## src/rtl/dec_pkg.sv

```systemverilog
// Shared types and helpers for the 2-to-4 pulse decoder.
//   state_e  : FSM states of decoder_2x4_pulse
//   LINE_N   : number of one-hot output lines
//   CODE_W   : width of the encoded line index
//   onehot4  : expands a 2-bit code to a 4-bit one-hot line
package dec_pkg;

    localparam int unsigned LINE_N = 4;
    localparam int unsigned CODE_W = 2;

    typedef enum logic [1:0] {
        StIdle,
        StPulse,
        StGap
    } state_e;

    function automatic logic [LINE_N-1:0] onehot4(input logic [CODE_W-1:0] code);
        logic [LINE_N-1:0] oh;
        oh       = '0;
        oh[code] = 1'b1;
        return oh;
    endfunction

endpackage

```

## src/rtl/dec_pulse_timer.sv

```systemverilog
// Loadable down-counter with a zero flag; times both the PULSE and GAP phases.
//   clk        : clock, rising edge
//   rst_n      : asynchronous active-low reset (count cleared to 0)
//   load_i     : load load_val_i this cycle (wins over decrement)
//   load_val_i : value to load; the phase lasts load_val_i + 1 cycles
//   zero_o     : count is zero, i.e. the current cycle is the last of the phase
module dec_pulse_timer #(
    parameter int unsigned Width = 3
) (
    input  logic             clk,
    input  logic             rst_n,
    input  logic             load_i,
    input  logic [Width-1:0] load_val_i,
    output logic             zero_o
);

    logic [Width-1:0] cnt_q, cnt_d;

    always_comb begin
        cnt_d = cnt_q;
        if (load_i) begin
            cnt_d = load_val_i;
        end else if (cnt_q != '0) begin
            cnt_d = cnt_q - Width'(1);
        end
    end

    always_ff @(posedge clk or negedge rst_n) begin
        if (!rst_n) begin
            cnt_q <= '0;
        end else begin
            cnt_q <= cnt_d;
        end
    end

    assign zero_o = (cnt_q == '0);

endmodule

```

## src/rtl/decoder_2x4_pulse.sv

```systemverilog
// 2-to-4 decoder that drives the selected line as a registered, timed pulse.
// A one-entry buffer lets the next code queue while a pulse or gap is running.
//   clk, rst_n : clock and asynchronous active-low reset
//   in_valid   : in_code valid; transfer on in_valid && in_ready
//   in_code    : encoded line index, 00 -> d_out[0] .. 11 -> d_out[3]
//   in_ready   : buffer not full (registered, no path from in_valid)
//   d_out      : registered one-hot pulse, zero when not pulsing
//   out_busy   : high while in PULSE or GAP
//   done       : one-cycle strobe in the cycle after the last PULSE cycle
//   hit_clr    : synchronous clear of all hit counters   (PULSE_COUNT_EN only)
//   hit_cnt    : {cnt3, cnt2, cnt1, cnt0} saturating     (PULSE_COUNT_EN only)
// Optional feature macro: PULSE_COUNT_EN adds the per-line hit counters.
module decoder_2x4_pulse
    import dec_pkg::*;
#(
    parameter int unsigned PULSE_LEN = 4,
    parameter int unsigned GAP_LEN   = 1,
    parameter int unsigned CNT_W     = 8
) (
    input  logic                    clk,
    input  logic                    rst_n,
    input  logic                    in_valid,
    input  logic [CODE_W-1:0]       in_code,
    output logic                    in_ready,
    output logic [LINE_N-1:0]       d_out,
    output logic                    out_busy,
`ifdef PULSE_COUNT_EN
    input  logic                    hit_clr,
    output logic [LINE_N*CNT_W-1:0] hit_cnt,
`endif
    output logic                    done
);

    localparam int unsigned MaxLen = (PULSE_LEN > GAP_LEN) ? PULSE_LEN : GAP_LEN;
    localparam int unsigned TimerW = $clog2(MaxLen + 1);
    localparam bit          HasGap = (GAP_LEN > 0);
    localparam logic [TimerW-1:0] PulseLoad = TimerW'(PULSE_LEN - 1);
    localparam logic [TimerW-1:0] GapLoad   = TimerW'(HasGap ? GAP_LEN - 1 : 0);

    state_e              state_q, state_d;
    logic [LINE_N-1:0]   d_out_q, d_out_d;
    logic                buf_full_q, buf_full_d;
    logic [CODE_W-1:0]   buf_code_q, buf_code_d;
    logic                done_q, done_d;

    logic                xfer;
    logic                boundary;
    logic                start;
    logic [CODE_W-1:0]   start_code;
    logic                tmr_load;
    logic [TimerW-1:0]   tmr_val;
    logic                tmr_zero;

    dec_pulse_timer #(
        .Width (TimerW)
    ) u_timer (
        .clk        (clk),
        .rst_n      (rst_n),
        .load_i     (tmr_load),
        .load_val_i (tmr_val),
        .zero_o     (tmr_zero)
    );

    assign xfer = in_valid && !buf_full_q;

    always_comb begin
        state_d    = state_q;
        d_out_d    = d_out_q;
        buf_full_d = buf_full_q;
        buf_code_d = buf_code_q;
        done_d     = 1'b0;
        tmr_load   = 1'b0;
        tmr_val    = PulseLoad;
        boundary   = 1'b0;
        start      = 1'b0;
        start_code = in_code;

        unique case (state_q)
            StIdle: begin
                start = xfer;
            end
            StPulse: begin
                if (tmr_zero) begin
                    done_d = 1'b1;
                    if (HasGap) begin
                        state_d  = StGap;
                        d_out_d  = '0;
                        tmr_load = 1'b1;
                        tmr_val  = GapLoad;
                    end else begin
                        boundary = 1'b1;
                    end
                end
            end
            StGap: begin
                boundary = tmr_zero;
            end
            default: begin
                state_d = StIdle;
                d_out_d = '0;
            end
        endcase

        // Buffered code has precedence; in_ready is low while it is held, so
        // a drain and a fill can never coincide.
        if (boundary) begin
            if (buf_full_q) begin
                start      = 1'b1;
                start_code = buf_code_q;
                buf_full_d = 1'b0;
            end else if (xfer) begin
                start = 1'b1;
            end else begin
                state_d = StIdle;
                d_out_d = '0;
            end
        end else if (xfer && (state_q != StIdle)) begin
            buf_full_d = 1'b1;
            buf_code_d = in_code;
        end

        if (start) begin
            state_d  = StPulse;
            d_out_d  = onehot4(start_code);
            tmr_load = 1'b1;
            tmr_val  = PulseLoad;
        end
    end

    always_ff @(posedge clk or negedge rst_n) begin
        if (!rst_n) begin
            state_q    <= StIdle;
            d_out_q    <= '0;
            buf_full_q <= 1'b0;
            buf_code_q <= '0;
            done_q     <= 1'b0;
        end else begin
            state_q    <= state_d;
            d_out_q    <= d_out_d;
            buf_full_q <= buf_full_d;
            buf_code_q <= buf_code_d;
            done_q     <= done_d;
        end
    end

    assign in_ready = !buf_full_q;
    assign d_out    = d_out_q;
    assign out_busy = (state_q != StIdle);
    assign done     = done_q;

`ifdef PULSE_COUNT_EN
    logic [CNT_W-1:0] hit_q [LINE_N];
    logic [CNT_W-1:0] hit_d [LINE_N];

    always_comb begin
        for (int i = 0; i < LINE_N; i++) begin
            hit_d[i] = hit_q[i];
            if (hit_clr) begin
                hit_d[i] = '0;
            end else if (start && (start_code == CODE_W'(i)) && (hit_q[i] != '1)) begin
                hit_d[i] = hit_q[i] + CNT_W'(1);
            end
        end
    end

    always_ff @(posedge clk or negedge rst_n) begin
        if (!rst_n) begin
            for (int i = 0; i < LINE_N; i++) begin
                hit_q[i] <= '0;
            end
        end else begin
            for (int i = 0; i < LINE_N; i++) begin
                hit_q[i] <= hit_d[i];
            end
        end
    end

    always_comb begin
        hit_cnt = '0;
        for (int i = 0; i < LINE_N; i++) begin
            hit_cnt[i*CNT_W +: CNT_W] = hit_q[i];
        end
    end
`endif

endmodule
```

## config.mk

```make
export PLATFORM = sky130hd
export DESIGN_NAME = decoder_2x4_pulse
export DESIGN_NICKNAME = d
export VERILOG_FILES = /design/src/rtl/dec_pkg.sv /design/src/rtl/dec_pulse_timer.sv /design/src/rtl/decoder_2x4_pulse.sv
export SDC_FILE = /design/constraint.sdc
export NUM_CORES = 1
export LEC_CHECK = 0
export BUFFER_PORTS_ARGS = -buffer_cell sky130_fd_sc_hd__buf_2
export CAP_MARGIN = 10
export CORE_UTILIZATION = 45
export DETAILED_ROUTE_END_ITERATION = 10
export PLACE_DENSITY = 0.69
export SLEW_MARGIN = 0
export SYNTH_ARGS = -nofsm -noshare
export SYNTH_HDL_FRONTEND = slang
export SYNTH_SLANG_ARGS = --single-unit
```

## constraint.sdc

```tcl
create_clock -name clk -period 2 [get_ports clk]
set_input_delay 0.6 -clock clk [delete_from_list [all_inputs] [get_ports clk]]
set_output_delay 0.6 -clock clk [all_outputs]
set_load 0.05 [all_outputs]
```

==> impl_metrics.tcl, run 1 <==
set metrics [dict create \
    status "complete, no violations" \
    clock_path_buffers 2 \
    grtUsageTotal_pct 20.45 \
    timing.final.hold_violations 0 \
    max-cap-violations 0 \
    place_inst 90 \
    numCtsBuffers 3 \
    port_buffers 11 \
    postCtsSetupBuffers 0 \
    slew_violations 0 \
    ys_types 27 \
    wl_per_cell_um 13.63 \
    fin_nets 87 \
    fill_cells 137 \
    path_buf_inv 1 \
    slew_headroom_pct 79.43 \
    synthCells 65 \
    criticalPathCategory "register to primary output" \
    crit_chain "or2_2 > buf_2" \
    final_cells 94 \
    syn_area_um2 690.7 \
    r2r-end "d_out[0]$_DFF_PN0_" \
    post_cts_resized 0 \
    cp.arrival_ns 1.31 \
    start_util_pct 50.55 \
    leakage_nw 0.3944 \
    seq_area_um2 325.3 \
    cp_slowest_stage_delay_ns 0.47 \
    wirelength_mm 1.281 \
    hold_path_class "input port to async pin" \
    finalCritPeriodShare_pct 95.37 \
    max_freq_ghz 0.5243 \
    syn_area_per_cell_um2 10.63 \
    setup_viol 0 \
    rows 13 \
    antenna_cells 0 \
    cts_hold_buf 0 \
    die_area_um2 1695 \
    cp_num_cells 2 \
    worst_slew_pin_slew_ns 0.3057 \
    timing.final.crit_period_ns 1.907 \
    die_h_um 41.18 \
    clk-insertion-delay-late_ns 0.28 \
    overflow 0 \
    grt_pass1_vias 498 \
    core_um2 1366 \
    via_per_inst 5.500 \
    placed_cell_area_um2 749.5 \
    vias 517 \
    drc 0 \
    crit_path_start_kind "register" \
    seq_area_frac_synth_pct 47.10 \
    ys_seq_elements 13 \
    dr.pass1.iters 4 \
    critPathMaxFanout 7 \
    grt_pass1_wl_mm 2.145 \
    fin_setup_tns_ns 0 \
    p_per_area_nw_per_um2 1804 \
    yosys_warnings 0 \
    dieWidth_um 41.18 \
    drive_gt1_share_pct 27.85 \
    reg2regPathDepth 6 \
    endpoint_kind "primary output" \
    cts.sinks 13 \
    grt_max_degree 14 \
    antenna_found_initial 0 \
    final_area_um2 775.7 \
    syn_nets 72 \
    gp_congestion 0.7983 \
    finClkSkew_ns 0.002657 \
    ir_drop_mv 0.8626 \
    syn_to_final_growth_pct 12.32 \
    reg2reg_slack_ns 0.39 \
    regToRegStartpoint "u_timer.cnt_q[0]$_DFFE_PN0P_" \
    cts-root-buf "clkbuf_4" \
    cts_htree_levels 1 \
    crit_family "flip-flops" \
    clk_pin_slew_ns 0.08 \
    required_ns 1.40 \
    detail-route-antenna-nets 0 \
    io_pins 12 \
    p_total_w 0.001399 \
    whs_ns 0.1910 \
    cpMaxStageDelayCell "dfrtp_1" \
    cts_tree "yes" \
    multi_input_area_um2 324.1 \
    initialDrtViolationCount 17 \
    rsz0062_at_grt "false" \
]
==> where the power goes <==
| group | switching, W | internal [W] |
|---|---|---|
| combinational | 0.000495 | 0.000262 |
| sequential | 0.000105 | 0.000377 |
| clock | 0.0000828 | 0.0000774 |
| total | 0.000683 | 0.000716 |
==> how the worst max path moves through the flow <==
| stage | startpoint | end | slack [ns] |
|---|---|---|---|
| final | state_q[1]$_DFF_PN0_ | out_busy | 0.09 |
| after global routing | state_q[1]$_DFF_PN0_ | out_busy | 0.04 |
| after CTS | state_q[1]$_DFF_PN0_ | out_busy | 0.09 |
| after detailed placement | state_q[1]$_DFF_PN0_ | out_busy | 0.40 |
| after global placement | state_q[1]$_DFF_PN0_ | out_busy | 0.41 |
| after floorplan | u_timer.cnt_q[0]$_DFFE_PN0P_ | buf_code_q[1]$_DFFE_PN0P_ | 0.49 |
==> layout make-up <==
| cell class | count | share of cell area [%] |
|---|---|---|
| flip-flops and latches | 13 | 41.94 |
| multi-input cells | 44 | 41.77 |
| repair buffers | 11 | 7.097 |
| clock buffers | 4 | 3.387 |
| inverters | 7 | 3.387 |
| well taps | 15 | 2.419 |
==> synth_stat cells, drive strengths merged <==
cell / n / share of area, %
inv: 7 / 3.8
a21oi: 3 / 3.8
o211ai: 3 / 4.0
nor3: 1 / 0.72
mux2i: 1 / 1.4
and2b: 1 / 1.1
nor2b: 1 / 0.91
a221o: 4 / 5.8
or2: 1 / 0.91
and3: 1 / 0.91
nor4: 3 / 2.7
nand2b: 4 / 4.7
a21boi: 1 / 1.1
and2: 2 / 1.8
nor2: 4 / 2.5
o21ai: 2 / 1.4
buf: 1 / 2.2
nand2: 7 / 3.8
nand3b: 1 / 1.6
ha: 2 / 3.6
dfrtp: 13 / 47
nor3b: 1 / 1.8
mux2: 1 / 2.2
==> metrics by stage <==
stage               worst slack [ns]  util (%)
floorplan                     0.4869         -
global placement              0.4138     54.85
detailed placement            0.3978     54.85
CTS                          0.08712     56.78
global route                 0.03789     56.78
finish                       0.09255     56.78
==> kinds of logic after synthesis <==
logic type | synth area share (%)
and+or+nand+nor | 23.55
AOI/OAI and AO/OA | 16.12
DFF | 47.10
buffers and inverters | 5.978
muxes | 3.623
adders and majority gates | 3.623
==> flip-flops by register name, summed over array words and instances (netlist names) <==
signal and cells:
buf_full_q 1, buf_code_q 2, d_out 4, done 1, state_q 2, u_timer.cnt_q 3
==> worst register-to-register path, stage by stage (launching register included) <==
cell and delay [ns]:
dfrtp_1 0.40, inv_1 0.09, ha_1 0.23, nand2b_4 0.12, nand2_1 0.13, o211ai_2 0.13, a221o_1 0.39
==> layout by cell type (no fill, tap or decap), drive strengths merged, types with 2 or more instances in the layout <==
| cell type | instances |
|---|---|
| o21ai | 2 |
| dfrtp | 13 |
| a221o | 4 |
| buf | 11 |
| and2 | 2 |
| nand2 | 7 |
| o211ai | 3 |
| clkbuf | 4 |
| nand2b | 4 |
| a21oi | 3 |
| ha | 2 |
| nor4 | 3 |
| inv | 7 |
| nor2 | 4 |
==> routing by layer <==
metal / vias to the layer above / global-route usage, % / wire length, um
met4: 0 / 14.52 / 39
met2: 21 / 30.08 / 546
met5: - / 0 / 0
met3: 4 / 4.891 / 67
li1: 257 / - / -
met1: 235 / 25.93 / 628
Note: power is estimated with default switching activity, not from simulation.
==> run 2, diff against run 1 <==
ABC_AREA = 1   (was unset)
==> impl_metrics.tcl, run 2 <==
set metrics [dict create \
    antenna_found_initial 0 \
    syn_to_final_growth_pct 13.97 \
    setup_viol 0 \
    crit_chain "nor2_1 > inv_1 > buf_2" \
    cts_tree "yes" \
    place_hpwl_mm 1.004 \
    final_area_um2 827.0 \
    p_per_area_nw_per_um2 1717 \
    rsz0062_at_grt "false" \
    ys_seq_elements 13 \
    status "complete, no violations" \
    regToRegStartpoint "u_timer.cnt_q[0]$_DFFE_PN0P_" \
    p_total_w 0.001420 \
    grtUsageTotal_pct 17.29 \
    endpoint_kind "primary output" \
    antenna_cells 0 \
    io_pins 12 \
    cts_htree_levels 1 \
    clk-insertion-delay-late_ns 0.27 \
    synthCells 91 \
    yosys-top-cells-count "nand2_1 (26), dfrtp_1 (13), inv_1 (12)" \
    cts.sinks 13 \
    die_area_um2 1777 \
    clk_pin_slew_ns 0.08 \
    finClkSkew_ns 0.005585 \
    cp_slowest_stage_delay_ns 0.44 \
    timing.final.crit_period_ns 1.807 \
    wl_per_cell_um 10.62 \
    drive_gt1_share_pct 25.47 \
    gp_congestion 0.7466 \
    max_freq_ghz 0.5533 \
    ys.flop_type "dfrtp_1" \
    postCtsSetupBuffers 0 \
    dieWidth_um 42.16 \
    max-cap-violations 0 \
    timing.final.hold_violations 0 \
    numCtsBuffers 3 \
    die_h_um 42.16 \
    seq_area_frac_synth_pct 44.83 \
    cp.arrival_ns 1.21 \
    cts_hold_buf 0 \
    yosys_warnings 0 \
    synth_area_leader_cell "dfrtp_1" \
    worst_slew_pin_slew_ns 0.2908 \
    detail-route-antenna-nets 0 \
    dr.pass1.iters 4 \
    fill_cells 150 \
    required_ns 1.40 \
    ys_types 17 \
    port_buffers 11 \
    clock_path_buffers 2 \
    fin_setup_tns_ns 0 \
    reg2regPathDepth 8 \
    layout_common_cells "nand2_1 (26), dfrtp_1 (13), inv_1 (12)" \
    cpMaxStageDelayCell "dfrtp_1" \
    r2r-end "d_out[3]$_DFF_PN0_" \
    yosysMostFrequentCell "nand2_1" \
    criticalPathCategory "register to primary output" \
    post_cts_resized 0 \
    final_common_cell "nand2_1" \
    critPathMaxFanout 4 \
    initialDrtViolationCount 7 \
    synthArstFlopShare_pct 100.0 \
    vias 613 \
    reg2reg_slack_ns 0.55 \
    largest_register_ffs 4 \
    synth_area_leaders "dfrtp_1 (45%), nand2_1 (13%), inv_1 (6.2%), nor2_1 (5.2%), nand2_4 (4.7%)" \
    cts-root-buf "clkbuf_4" \
    via_per_inst 5.025 \
    synth_top_area_share_pct 44.83 \
    core_um2 1506 \
    rows 14 \
    slew_headroom_pct 80.62 \
    slew_violations 0 \
    start_util_pct 48.17 \
    syn_area_per_cell_um2 7.975 \
    grt_pass1_wl_mm 2.235 \
    fin_nets 114 \
    synth_enable_flop_cells 0 \
    ir_drop_mv 0.7697 \
    leakage_nw 0.4567 \
    syn_area_um2 725.7 \
    syn_nets 98 \
    grt_pass1_vias 523 \
    crit_path_start_kind "register" \
    hold_path_class "input port to async pin" \
    finalCritPeriodShare_pct 90.36 \
    wirelength_mm 1.296 \
    overflow 0 \
    grt_max_degree 14 \
    drc 0 \
    placed_cell_area_um2 800.8 \
]
==> run 2: cell count changes in the layout (fill, tap and decap cells not counted), moves of 4 or more <==
| cell | delta |
|---|---|
| nand3_1 | +5 |
| inv_1 | +5 |
| o21ai_0 | +4 |
| a221o_1 | -4 |
| nand2_1 | +19 |
| nor2_1 | +7 |
==> run 2: routing by layer <==
metal  routed length, um  share of wire (%)  global-route usage [%]
met2                 542                 42                   24.69
met1                 674                 52                   24.24
met5                   0                  0                       0
met4                  28                2.2                   11.25
met3                  50                3.9                   2.586
==> run 2: how the worst max path moves through the flow <==
stage	start	to	slack [ns]
after floorplan	state_q[0]$_DFF_PN0_	out_busy	0.57
final	state_q[0]$_DFF_PN0_	out_busy	0.19
after CTS	state_q[0]$_DFF_PN0_	out_busy	0.19
after detailed placement	state_q[0]$_DFF_PN0_	out_busy	0.49
after global routing	state_q[0]$_DFF_PN0_	out_busy	0.13
after global placement	state_q[0]$_DFF_PN0_	out_busy	0.49
==> run 2: worst max-delay path: cells and delay by family (launching register included) <==
kind / cells / cell delay, ns
simple gates: 1 / 0.21
flops: 1 / 0.44
buf+inv: 2 / 0.29
==> run 2: cell type report <==
cell class	instances	area [um2]	share of cell area [%]
multi-input cells	64	347.8	42.06
repair buffers	11	55.05	6.657
clock buffers	4	26.28	3.177
flip-flops and latches	13	325.3	39.33
well taps	16	20.02	2.421
inverters	14	52.55	6.354
==> run 2: cell families after synthesis <==
group                    count (synthesis)  synth area share, %
XOR/XNOR                                 1                1.207
flip-flops                              13                44.83
buffers and inverters                   14                7.241
adder cells (fa/ha/maj)                  2                3.448
AND/OR/NAND/NOR                         52                36.03
AO/OA/AOI/OAI                            9                7.241
==> run 2: power by group <==
group / switching [W] / total (W) / leakage (nW) / internal (W)
clock: 0.0000824 / 0.000160 / 0.0150 / 0.0000772
combinational: 0.000564 / 0.000791 / 0.277 / 0.000227
sequential: 0.0000877 / 0.000470 / 0.165 / 0.000382
==> run 2: through the flow <==
step	cells	worst slack (ns)	hold slack (ns)	utilization, %
2_1_floorplan	91	0.5672	0.3044	-
3_3_place_gp	118	0.4912	0.4681	53.16
3_5_place_dp	118	0.4901	0.4766	53.16
4_1_cts	122	0.1871	0.2037	54.90
5_1_grt	122	0.1273	0.2209	54.90
6_report	122	0.1927	0.1969	54.90
